===== src/rtl/an13_decoder_1x1_if.sv =====
// Codeword/result bundle for the A=13 single-lane AN-code decoder.
//   IN0        : received 6-bit codeword (driven by master)
//   DUT0_q     : quotient floor(IN0/13)
//   DUT0_r     : remainder (syndrome) IN0 mod 13
//   DUT0_error : syndrome nonzero
//   OUT0       : corrected 3-bit data word
interface an13_decoder_1x1_if;
  logic [5:0] IN0;
  logic [2:0] DUT0_q;
  logic [3:0] DUT0_r;
  logic       DUT0_error;
  logic [2:0] OUT0;

  // Source of codewords, sink of decoded results.
  modport master (
    output IN0,
    input  DUT0_q,
    input  DUT0_r,
    input  DUT0_error,
    input  OUT0
  );

  // Decoder side.
  modport slave (
    input  IN0,
    output DUT0_q,
    output DUT0_r,
    output DUT0_error,
    output OUT0
  );
endinterface


===== src/rtl/an13_decoder_1x1.sv =====
// Single-lane AN-code (A=13) leaf decoder with one registered output stage.
// Splits the codeword by 13 via Barrett reduction, maps the syndrome to a
// signed power-of-two error, subtracts it and, if the result is a valid
// codeword 0..52, outputs its data value; otherwise falls back to the quotient.
// Ports:
//   clk   : clock
//   rst_n : synchronous active-low reset, clears all outputs
//   bus   : slave modport carrying IN0 in and DUT0_q/DUT0_r/DUT0_error/OUT0 out
module an13_decoder_1x1 (
  input  logic                 clk,
  input  logic                 rst_n,
  an13_decoder_1x1_if.slave    bus
);

  localparam int unsigned A  = 13;  // AN-code constant
  localparam int unsigned W  = 6;   // codeword width
  localparam int unsigned K  = 8;   // Barrett shift
  localparam int unsigned M  = 19;  // floor(2^K / A)
  localparam int unsigned PW = 11;  // Barrett product width
  localparam int unsigned QW = 3;   // quotient / data width
  localparam int unsigned RW = 4;   // remainder width
  localparam int unsigned CW = 8;   // two's-complement correction width

  logic [PW-1:0] w_prod;
  logic [QW-1:0] w_qe;
  logic [W-1:0]  w_aqe;
  logic [W-1:0]  w_re;
  logic          w_re_ge;
  logic [QW-1:0] w_q;
  logic [RW-1:0] w_r;
  logic          w_err;
  logic [CW-1:0] w_e;
  logic [CW-1:0] w_c;
  logic          w_fix_ok;
  logic [QW-1:0] w_fix;
  logic [QW-1:0] w_out;

  logic [QW-1:0] r_q;
  logic [RW-1:0] r_r;
  logic          r_err;
  logic [QW-1:0] r_out;

  // Barrett estimate: qe never exceeds the true quotient, and is at most one short.
  assign w_prod  = PW'(bus.IN0) * PW'(M);
  assign w_qe    = QW'(w_prod >> K);
  assign w_aqe   = W'(w_qe) * W'(A);
  assign w_re    = bus.IN0 - w_aqe;
  assign w_re_ge = (w_re >= W'(A));

  // One conditional correction step finishes the exact division.
  assign w_q   = w_re_ge ? (w_qe + QW'(1)) : w_qe;
  assign w_r   = w_re_ge ? RW'(w_re - W'(A)) : RW'(w_re);
  assign w_err = (w_r != RW'(0));

  // Syndrome -> signed error 2^k (r = 2^k mod 13) or -2^k (r = 13 - 2^k mod 13).
  always_comb begin
    w_e = CW'(0);
    case (w_r)
      RW'(1):  w_e = CW'(1);
      RW'(2):  w_e = CW'(2);
      RW'(4):  w_e = CW'(4);
      RW'(8):  w_e = CW'(8);
      RW'(3):  w_e = CW'(16);
      RW'(6):  w_e = CW'(32);
      RW'(12): w_e = CW'(-1);
      RW'(11): w_e = CW'(-2);
      RW'(9):  w_e = CW'(-4);
      RW'(5):  w_e = CW'(-8);
      RW'(10): w_e = CW'(-16);
      RW'(7):  w_e = CW'(-32);
      default: w_e = CW'(0);
    endcase
  end

  // Corrected word in two's complement; negatives land at >=128 and never match.
  assign w_c = CW'(bus.IN0) - w_e;

  // Only the five codewords 0,13,26,39,52 are accepted as corrections.
  always_comb begin
    w_fix_ok = 1'b0;
    w_fix    = QW'(0);
    case (w_c)
      CW'(0):  begin w_fix_ok = 1'b1; w_fix = QW'(0); end
      CW'(13): begin w_fix_ok = 1'b1; w_fix = QW'(1); end
      CW'(26): begin w_fix_ok = 1'b1; w_fix = QW'(2); end
      CW'(39): begin w_fix_ok = 1'b1; w_fix = QW'(3); end
      CW'(52): begin w_fix_ok = 1'b1; w_fix = QW'(4); end
      default: begin w_fix_ok = 1'b0; w_fix = QW'(0); end
    endcase
  end

  // Uncorrectable words fall back to the plain quotient.
  assign w_out = w_fix_ok ? w_fix : w_q;

  // Output stage; reset takes priority over the data path.
  always_ff @(posedge clk) begin
    if (!rst_n) begin
      r_q   <= QW'(0);
      r_r   <= RW'(0);
      r_err <= 1'b0;
      r_out <= QW'(0);
    end else begin
      r_q   <= w_q;
      r_r   <= w_r;
      r_err <= w_err;
      r_out <= w_out;
    end
  end

  assign bus.DUT0_q     = r_q;
  assign bus.DUT0_r     = r_r;
  assign bus.DUT0_error = r_err;
  assign bus.OUT0       = r_out;

endmodule


===== src/flat_wrapper.sv =====
// flat-port wrapper written by rule: the top's interface ports become plain ports
module an13_decoder_1x1_flat 
  (clk, rst_n, bus_IN0, bus_DUT0_q, bus_DUT0_r, bus_DUT0_error, bus_OUT0);
  an13_decoder_1x1_if bus_i ();
  input  logic clk;
  input  logic rst_n;
  input wire logic [$bits(bus_i.IN0)-1:0] bus_IN0;
  output wire logic [$bits(bus_i.DUT0_q)-1:0] bus_DUT0_q;
  output wire logic [$bits(bus_i.DUT0_r)-1:0] bus_DUT0_r;
  output wire logic [$bits(bus_i.DUT0_error)-1:0] bus_DUT0_error;
  output wire logic [$bits(bus_i.OUT0)-1:0] bus_OUT0;
  assign bus_i.IN0 = bus_IN0;
  assign bus_DUT0_q = bus_i.DUT0_q;
  assign bus_DUT0_r = bus_i.DUT0_r;
  assign bus_DUT0_error = bus_i.DUT0_error;
  assign bus_OUT0 = bus_i.OUT0;
  an13_decoder_1x1 u_core (.clk(clk), .rst_n(rst_n), .bus(bus_i));
endmodule

===== config.mk =====
export PLATFORM = sky130hd
export DESIGN_NAME = an13_decoder_1x1_flat
export DESIGN_NICKNAME = d
export VERILOG_FILES = /design/src/rtl/an13_decoder_1x1_if.sv /design/src/rtl/an13_decoder_1x1.sv /design/src/flat_wrapper.sv
export SDC_FILE = /design/constraint.sdc
export NUM_CORES = 1
export LEC_CHECK = 0
export ABC_CLOCK_PERIOD_IN_PS = 27900
export BUFFER_PORTS_ARGS = -buffer_cell sky130_fd_sc_hd__buf_4
export CAP_MARGIN = 15
export CORE_MARGIN = 2
export CORE_UTILIZATION = 65
export DETAILED_ROUTE_END_ITERATION = 16
export PLACE_DENSITY = 0.95
export REMOVE_ABC_BUFFERS = 1
export SYNTH_ARGS = -nofsm -noshare
export SYNTH_HDL_FRONTEND = slang
export SYNTH_SLANG_ARGS = --single-unit

===== constraint.sdc =====
create_clock -name clk -period 27.9 [get_ports clk]
set_input_delay 5.58 -clock clk [delete_from_list [all_inputs] [get_ports clk]]
set_output_delay 5.58 -clock clk [all_outputs]
set_load 0.005 [all_outputs]

==> impl_metrics.toml, run 1 <==
[synth]
syn_area_per_cell_um2 = 8.364
synthFlopType = "dfxtp_1"
synth_edf_count = 0
ys_seq_elements = 11
yosysSeqAreaShare_pct = 11.06
ys_warn_count = 0
syn_inst = 238
syn_area_mm2 = 0.001991
synthArstFlopShare_pct = 0
ys_types = 64

[final_layout]
areaGrowthSynthToFinish_pct = 8.548
multiInputGateArea_mm2 = 0.001667
regArea_um2 = 220.2
final_area_mm2 = 0.002161
fill_cells = 249
num-nets-final = 299
num_antenna_cells = 0
drive_gt1_share_pct = 17.97
stdcell_count = 289

[clocking]
cts.path.max_buffers = 2
numCtsBuffers = 3
cts.sinks = 11
cts_resized = 0
cts_hold_buf = 0
htreeDepth = 1
root_buffer = "clkbuf_4"
cts.clk_slew.worst_paths_ns = 0.06
cts_setup_buffers = 0
cts_tree = "built"

[sta]
finalMaxSlewViolations = 0
tightest_slew_ns = 0.6716
final.min_clock_period_ns = 14.38
rsz0062_at_grt = "no"
finalHoldViolCount = 0
setup_viol = 0
fmax_mhz = 69.55
period_share_pct = 51.53
maxSlewHeadroom_pct = 55.23
tns_ns = 0

[critical_path]
arrival_ns = 14.53
worstPathRequired_ns = 28.05
path_class = "input port to register"
path_common_cell = "ha_1"
startpoint_type = "input port"
cp-end-kind = "register"
path_max_fanout = 12
cpPeakStageDelay_ns = 0.51
slowest_stage = "fa_1"

[floorplan]
chipHeight_um = 59.34
start_util_pct = 66.85
core-area_mm2 = 0.002978
die_w_um = 59.34
ios = 19
num_rows = 20
dieArea_mm2 = 0.003521

[global_route]
use_met2_pct = 45.68
grt_pass1_wl_um = 7383
grt_pass1_vias = 1693
top_usage_layer = "met2"
groute.usage.overall_pct = 26.81
met1_usage_pct = 36.06
grt-ovfl-total = 0
met3_usage_pct = 3.275
grt_antenna_before_repair = 0
grt_max_degree = 16

[outcome]
status = "completed"

[detailed_routing]
drtIter0Drc = 150
vias = 1875
antenna_left = 0
first_pass_iters = 5
post-route-drc-count = 0
wl_um = 4496
wl_per_cell_um = 15.56
viasPerCell = 6.488

[place]
hpwlAfterDp_um = 3480
post_dp_cell_area_mm2 = 0.002135
gp_congestion = 0.8391
port_buffers = 18
placedCellCount = 285

[run]
max_cap_viol_count = 0

[hold_path]
hold_class = "input port to register"
==> state kept, by name, summed over array words and instances, names as in the netlist <==
| name | count |
|---|---|
| u_core.bus.DUT0_error | 1 |
| u_core.bus.DUT0_q | 3 |
| u_core.bus.DUT0_r | 4 |
| u_core.bus.OUT0 | 3 |
==> cells in the mapped netlist, drive strengths merged (4+ instances only) <==
cell | instances | area (µm²)
ha | 29 | 362.9
a21oi | 16 | 91.34
inv | 16 | 60.06
o21ai | 15 | 75.07
nor2 | 12 | 45.04
dfxtp | 11 | 220.2
nand2 | 10 | 37.54
xnor2 | 10 | 87.58
nand2b | 8 | 50.05
xor2 | 8 | 88.84
and2 | 7 | 45.05
and3 | 7 | 46.29
nor3 | 7 | 40.04
o21a | 6 | 45.04
fa | 5 | 100.1
a21boi | 4 | 30.03
mux2 | 4 | 52.55
nand3 | 4 | 20.02
nor2b | 4 | 25.02
o211ai | 4 | 30.03
o31ai | 4 | 57.55
or3 | 4 | 27.52
==> kinds of logic after synthesis <==
group	after synthesis	synth area share [%]
AOI/OAI and AO/OA	69	25.33
muxes	5	3.143
DFF	11	11.06
and+or+nand+nor	79	23.13
buffers and inverters	22	5.216
xor gates and xnor gates	18	8.862
adders and majority gates	34	23.26
==> per-layer routing <==
layer / wire length, µm / share of wire (%) / up-vias
met5: 0 / 0 / -
met4: 45 / 1.0 / 0
met3: 355 / 7.9 / 8
met2: 2249 / 50 / 87
met1: 1846 / 41 / 869
li1: - / - / 911
==> path summary, 6_finish.rpt <==
| path | end | startpoint | slack, ns | cells past startpoint |
|---|---|---|---|---|
| worst max-delay path | u_core.bus.OUT0[2] | bus_IN0[1] | 13.52 | 36 |
| worst min-delay path | u_core.bus.DUT0_r[0] | rst_n | 5.60 | 2 |
==> area by class of cell <==
class | instances | share of cell area (%)
well taps | 33 | 1.911
inverters | 17 | 2.953
flip-flops and latches | 11 | 10.19
repair buffers | 19 | 6.601
multi-input cells | 205 | 77.13
clock buffers | 4 | 1.216
==> layout by cell type, fill, tap and decap left out, drive strengths merged, types with 2 or more instances in the layout <==
cell    count
a211o       2
a211oi      2
a21boi      4
a21o        2
a21oi      16
a221oi      2
a31o        2
a31oi       3
and2        7
and3        7
and3b       2
buf        19
clkbuf      4
dfxtp      11
fa          5
ha         29
inv        16
mux2        4
nand2      10
nand2b      8
nand3       4
nand4       3
nor2       12
nor2b       4
nor3        7
nor3b       2
nor4b       2
o211ai      4
o21a        6
o21ai      15
o31ai       4
or2         3
or3         4
xnor2      10
xor2        8
==> metrics by stage <==
stage	hold slack, ns	utilization [%]	setup WS, ns
2_1_floorplan	5.702	-	14.38
3_3_place_gp	5.862	71.68	13.57
3_5_place_dp	5.867	71.68	13.35
4_1_cts	5.589	72.56	13.61
5_1_grt	5.603	72.56	12.95
6_report	5.605	72.56	13.52
==> critical path, delay by kind of cell <==
family | cells | cell delay [ns]
XOR/XNOR | 1 | 0.50
AND/OR/NAND/NOR | 8 | 1.48
adder cells (fa/ha/maj) | 8 | 2.73
AO/OA/AOI/OAI | 17 | 4.02
buffers and inverters | 2 | 0.22
Power of run 1 is left out: the tool's default activity adds up to more than one toggle a clock period on the data nets, which glitch-free logic cannot reach.
==> run 2: changes to the inputs <==
--- a/config.mk
+++ b/config.mk
@@ -5,13 +5,14 @@
 export SDC_FILE = /design/constraint.sdc
 export NUM_CORES = 1
 export LEC_CHECK = 0
-export ABC_CLOCK_PERIOD_IN_PS = 27900
+export ABC_AREA = 1
+export ABC_CLOCK_PERIOD_IN_PS = 14950
 export BUFFER_PORTS_ARGS = -buffer_cell sky130_fd_sc_hd__buf_4
 export CAP_MARGIN = 15
 export CORE_MARGIN = 2
-export CORE_UTILIZATION = 65
+export CORE_UTILIZATION = 60
 export DETAILED_ROUTE_END_ITERATION = 16
-export PLACE_DENSITY = 0.95
+export PLACE_DENSITY = 0.9
 export REMOVE_ABC_BUFFERS = 1
 export SYNTH_ARGS = -nofsm -noshare
 export SYNTH_HDL_FRONTEND = slang
==> constraint.sdc (replaced) <==
create_clock -name clk -period 14.95 [get_ports clk]
set_input_delay 2.99 -clock clk [delete_from_list [all_inputs] [get_ports clk]]
set_output_delay 2.99 -clock clk [all_outputs]
set_load 0.005 [all_outputs]
==> run 2 against run 1 <==
  * Synthesized area down 7.7%
  * Routed wire length fell by 18%
  * Count of clock-buffer cells in the layout decreased by 1
  * First-iteration DRC count shrank 67%
  * Die area is essentially flat
  * Global-route usage decreased by 3.1 points
  * Cell count up 9.3%
  * Via count down 9.1%
  * Non-clock buffer count shrank 1
  * Critical endpoint is now u_core.bus.OUT0[0]
==> impl_metrics.toml, run 2 <==
[hold_path]
hold_class = "input port to register"

[critical_path]
cpPeakStageDelay_ns = 0.45
cp-end-kind = "register"
cp_top_family = "adder cells"
slowest_stage = "fa_1"
worstPathRequired_ns = 15.12
startpoint_type = "input port"
path_max_fanout = 9
arrival_ns = 9.89
path_class = "input port to register"
cp_num_buf_inv = 6

[synth]
synth_edf_count = 0
yosysTopAreaCellShare_pct = 19.74
yosysSeqAreaShare_pct = 11.98
syn_inst = 261
syn_area_mm2 = 0.001838
ys_types = 32
synthArstFlopShare_pct = 0
synthTopCellsByArea = "ha_1 20%, dfxtp_1 12%, nand2_1 9.4%, inv_1 9.0%, fa_1 5.4%"
syn_area_per_cell_um2 = 7.042
synthFlopType = "dfxtp_1"
ys_warn_count = 0
ys_top_cells_by_count = "46 x nand2_1, 44 x inv_1, 29 x ha_1, 21 x nor2_1, 17 x nand3_1"
ys_seq_elements = 11
yosysTopAreaCell = "ha_1"
yosysMostFrequentCell = "nand2_1"

[final_layout]
largest_register_ff_count = 4
drive_gt1_share_pct = 21.20
areaGrowthSynthToFinish_pct = 11.10
fill_cells = 276
final_common_cell = "nand2_1"
num-nets-final = 326
num_antenna_cells = 0
final_area_mm2 = 0.002042
stdcell_count = 316
final_cell_mix = "46 x nand2_1, 44 x inv_1, 29 x ha_1, 21 x nor2_1, 18 x buf_4"

[floorplan]
ios = 19
start_util_pct = 61.72
chipHeight_um = 59.35
dieArea_mm2 = 0.003522
core-area_mm2 = 0.002978
num_rows = 20
die_w_um = 59.35

[detailed_routing]
antenna_left = 0
post-route-drc-count = 0
viasPerCell = 5.396
first_pass_iters = 4
drtIter0Drc = 49
wl_per_cell_um = 11.67
wl_um = 3689
vias = 1705

[clocking]
htreeDepth = 1
numCtsBuffers = 3
cts.sinks = 11
cts.path.max_buffers = 2
cts_hold_buf = 0
root_buffer = "clkbuf_4"
cts_resized = 0
cts_setup_buffers = 0
cts.clk_slew.worst_paths_ns = 0.07
cts_tree = "built"

[run]
max_cap_viol_count = 0

[sta]
maxSlewHeadroom_pct = 73.97
tightest_slew_ns = 0.3869
finalMaxSlewViolations = 0
tns_ns = 0
fmax_mhz = 102.8
period_share_pct = 65.04
final.min_clock_period_ns = 9.724
setup_viol = 0
finalHoldViolCount = 0
rsz0062_at_grt = "no"

[place]
port_buffers = 18
gp_congestion = 0.9143
post_dp_cell_area_mm2 = 0.002014
placedCellCount = 312
hpwlAfterDp_um = 3185

[global_route]
grt_antenna_before_repair = 0
grt_pass1_vias = 1589
grt_max_degree = 10
grt_pass1_wl_um = 6541
grt-ovfl-total = 0
groute.usage.overall_pct = 23.69

[outcome]
status = "completed"
==> run 2: cell type report <==
type                       instances  area [µm²]  area share (%)
clock buffer                       3       22.52           1.103
clock inverter                     1       5.005          0.2451
inverter                          48       180.2           8.824
multi-input combinational        202        1438           70.40
sequential                        11       220.2           10.78
tap                               33       41.29           2.022
timing repair buffer              18       135.1           6.618
==> run 2: final timing paths <==
kind | startpoint | end | cells past startpoint
setup / recovery | bus_IN0[1] | u_core.bus.OUT0[0] | 38
hold / removal | rst_n | u_core.bus.OUT0[0] | 3
==> run 2: kinds of logic after synthesis <==
logic type / after synthesis / synth area share (%)
and+or+nand+nor: 127 / 38.12
buffers and inverters: 48 / 9.802
adders and majority gates: 34 / 25.19
AOI/OAI and AO/OA: 32 / 10.62
DFF: 11 / 11.98
xor gates and xnor gates: 9 / 4.289
==> run 2: metrics by stage <==
| stage | utilization, % | worst slack (ns) | hold WS [ns] |
|---|---|---|---|
| 2_1_floorplan | - | 5.711 | 3.111 |
| 3_3_place_gp | 67.65 | 5.122 | 3.265 |
| 3_5_place_dp | 67.65 | 4.959 | 3.269 |
| 4_1_cts | 68.57 | 5.225 | 2.972 |
| 5_1_grt | 68.57 | 4.632 | 2.970 |
| 6_report | 68.57 | 5.226 | 2.986 |
==> run 2: layer usage <==
| metal | track usage [%] | share of wire [%] | vias up | wire [µm] |
|---|---|---|---|---|
| li1 | - | - | 900 | - |
| met1 | 29.49 | 48 | 764 | 1760 |
| met2 | 43.49 | 48 | 37 | 1771 |
| met3 | 2.620 | 3.5 | 4 | 128 |
| met4 | 4.870 | 0.73 | 0 | 27 |
| met5 | 0 | 0 | - | 0 |
Power of run 2 is left out for the same reason.
==> run 3: changes to the inputs <==
--- a/config.mk
+++ b/config.mk
@@ -6,7 +6,7 @@
 export NUM_CORES = 1
 export LEC_CHECK = 0
 export ABC_AREA = 1
-export ABC_CLOCK_PERIOD_IN_PS = 14950
+export ABC_CLOCK_PERIOD_IN_PS = 10050
 export BUFFER_PORTS_ARGS = -buffer_cell sky130_fd_sc_hd__buf_4
 export CAP_MARGIN = 15
 export CORE_MARGIN = 2
==> constraint.sdc (replaced) <==
create_clock -name clk -period 10.05 [get_ports clk]
set_input_delay 2.01 -clock clk [delete_from_list [all_inputs] [get_ports clk]]
set_output_delay 2.01 -clock clk [all_outputs]
set_load 0.005 [all_outputs]
==> run 3 against run 2 <==
  * First-iteration DRC count rose by 90%
  * Sequential share of layout area is essentially flat
  * Count of clock-buffer cells in the layout grew 1
  * Non-clock buffer count unchanged
  * Setup slack worse by 3.9 ns
  * Global-route usage decreased by 1.6 points
  * Cell count stayed put
  * Critical path type unchanged
  * Highest routed layer unchanged
==> impl_metrics.toml, run 3 (synthesis results as in run 2) <==
[final_layout]
areaGrowthSynthToFinish_pct = 11.03
largest_register_ff_count = 4
num-nets-final = 326
drive_gt1_share_pct = 20.85
final_common_cell = "nand2_1"
num_antenna_cells = 0
final_cell_mix = "46 x nand2_1, 44 x inv_1, 29 x ha_1, 21 x nor2_1, 18 x buf_4"
fill_cells = 257

[floorplan]
die_w_um = 59.35
core-area_mm2 = 0.002978
dieArea_mm2 = 0.003522
ios = 19
chipHeight_um = 59.35
start_util_pct = 61.72
num_rows = 20

[clocking]
htreeDepth = 1
numCtsBuffers = 3
cts.path.max_buffers = 2
cts.sinks = 11
cts_setup_buffers = 0
cts.clk_slew.worst_paths_ns = 0.07
cts_resized = 0
cts_tree = "built"
root_buffer = "clkbuf_4"
cts_hold_buf = 0

[global_route]
grt_pass1_vias = 1507
grt_max_degree = 10
groute.usage.overall_pct = 22.11
grt_pass1_wl_um = 6244
grt_antenna_before_repair = 0
grt-ovfl-total = 0

[sta]
finalHoldViolCount = 0
setup_viol = 0
maxSlewHeadroom_pct = 75.15
rsz0062_at_grt = "no"
finalMaxSlewViolations = 0
tns_ns = 0
tightest_slew_ns = 0.3693
period_share_pct = 86.59
fmax_mhz = 114.9
final.min_clock_period_ns = 8.702

[detailed_routing]
post-route-drc-count = 0
vias = 1648
wl_per_cell_um = 10.96
first_pass_iters = 10
viasPerCell = 5.215
drtIter0Drc = 93
wl_um = 3462
antenna_left = 0

[run]
max_cap_viol_count = 0

[hold_path]
min_path_cells = 3
worstHoldEndpoint = "u_core.bus.OUT0[0]"
worstHoldStart = "rst_n"
hold_class = "input port to register"

[critical_path]
startpoint_type = "input port"
arrival_ns = 8.86
slowest_stage = "fa_1"
cpPeakStageDelay_ns = 0.46
worstPathRequired_ns = 10.21
path_class = "input port to register"
cp-end-kind = "register"
path_max_fanout = 9

[place]
gp_congestion = 0.9494
port_buffers = 18
hpwlAfterDp_um = 3005

[outcome]
status = "completed"
run 3: changes by cell type in the layout (fill, tap and decap cells not counted):
cell	change
clkinv_2	-1
clkbuf_1	+1
run 3: per-layer routing:
metal | vias up | global-route usage, % | share of wire, %
met3 | 2 | 0.6550 | 2.8
met1 | 716 | 32.31 | 50
met2 | 34 | 36.42 | 46
met4 | 0 | 4.221 | 0.66
li1 | 896 | - | -
met5 | - | 0 | 0
run 3: worst max path at each step:
stage	startpoint	to	cells past startpoint
2_1_floorplan	bus_IN0[1]	u_core.bus.OUT0[0]	37
3_3_place_gp	bus_IN0[1]	u_core.bus.OUT0[1]	38
3_5_place_dp	bus_IN0[1]	u_core.bus.OUT0[1]	38
4_1_cts	bus_IN0[1]	u_core.bus.OUT0[1]	38
5_1_grt	bus_IN0[1]	u_core.bus.OUT0[2]	38
6_report	bus_IN0[1]	u_core.bus.OUT0[2]	38
run 3: metrics by stage:
step / cells / util, % / instance area (µm²) / hold slack, ns / setup WS (ns)
2_1_floorplan: 261 / - / 1838 / 2.131 / 1.791
3_3_place_gp: 312 / 67.65 / 2014 / 2.283 / 1.240
3_5_place_dp: 312 / 67.65 / 2014 / 2.284 / 1.046
4_1_cts: 316 / 68.53 / 2041 / 2.005 / 1.316
5_1_grt: 316 / 68.53 / 2041 / 2.028 / 0.6146
6_report: 316 / 68.53 / 2041 / 2.011 / 1.348
run 3: worst max-delay path, delay by kind of cell:
family                   cells  cell delay (ns)
adder cells (fa/ha/maj)      8             2.71
AND/OR/NAND/NOR             18             2.30
AO/OA/AOI/OAI                5             1.09
buffers and inverters        6             0.53
XOR/XNOR                     1             0.21
run 3: cell type report:
class	count	area, µm²	share of cell area [%]
multi-input cells	202	1438	70.45
flip-flops and latches	11	220.2	10.79
inverters	48	180.2	8.829
repair buffers	18	135.1	6.622
well taps	33	41.29	2.023
clock buffers	4	26.28	1.288
Power of run 3 is left out for the same reason.
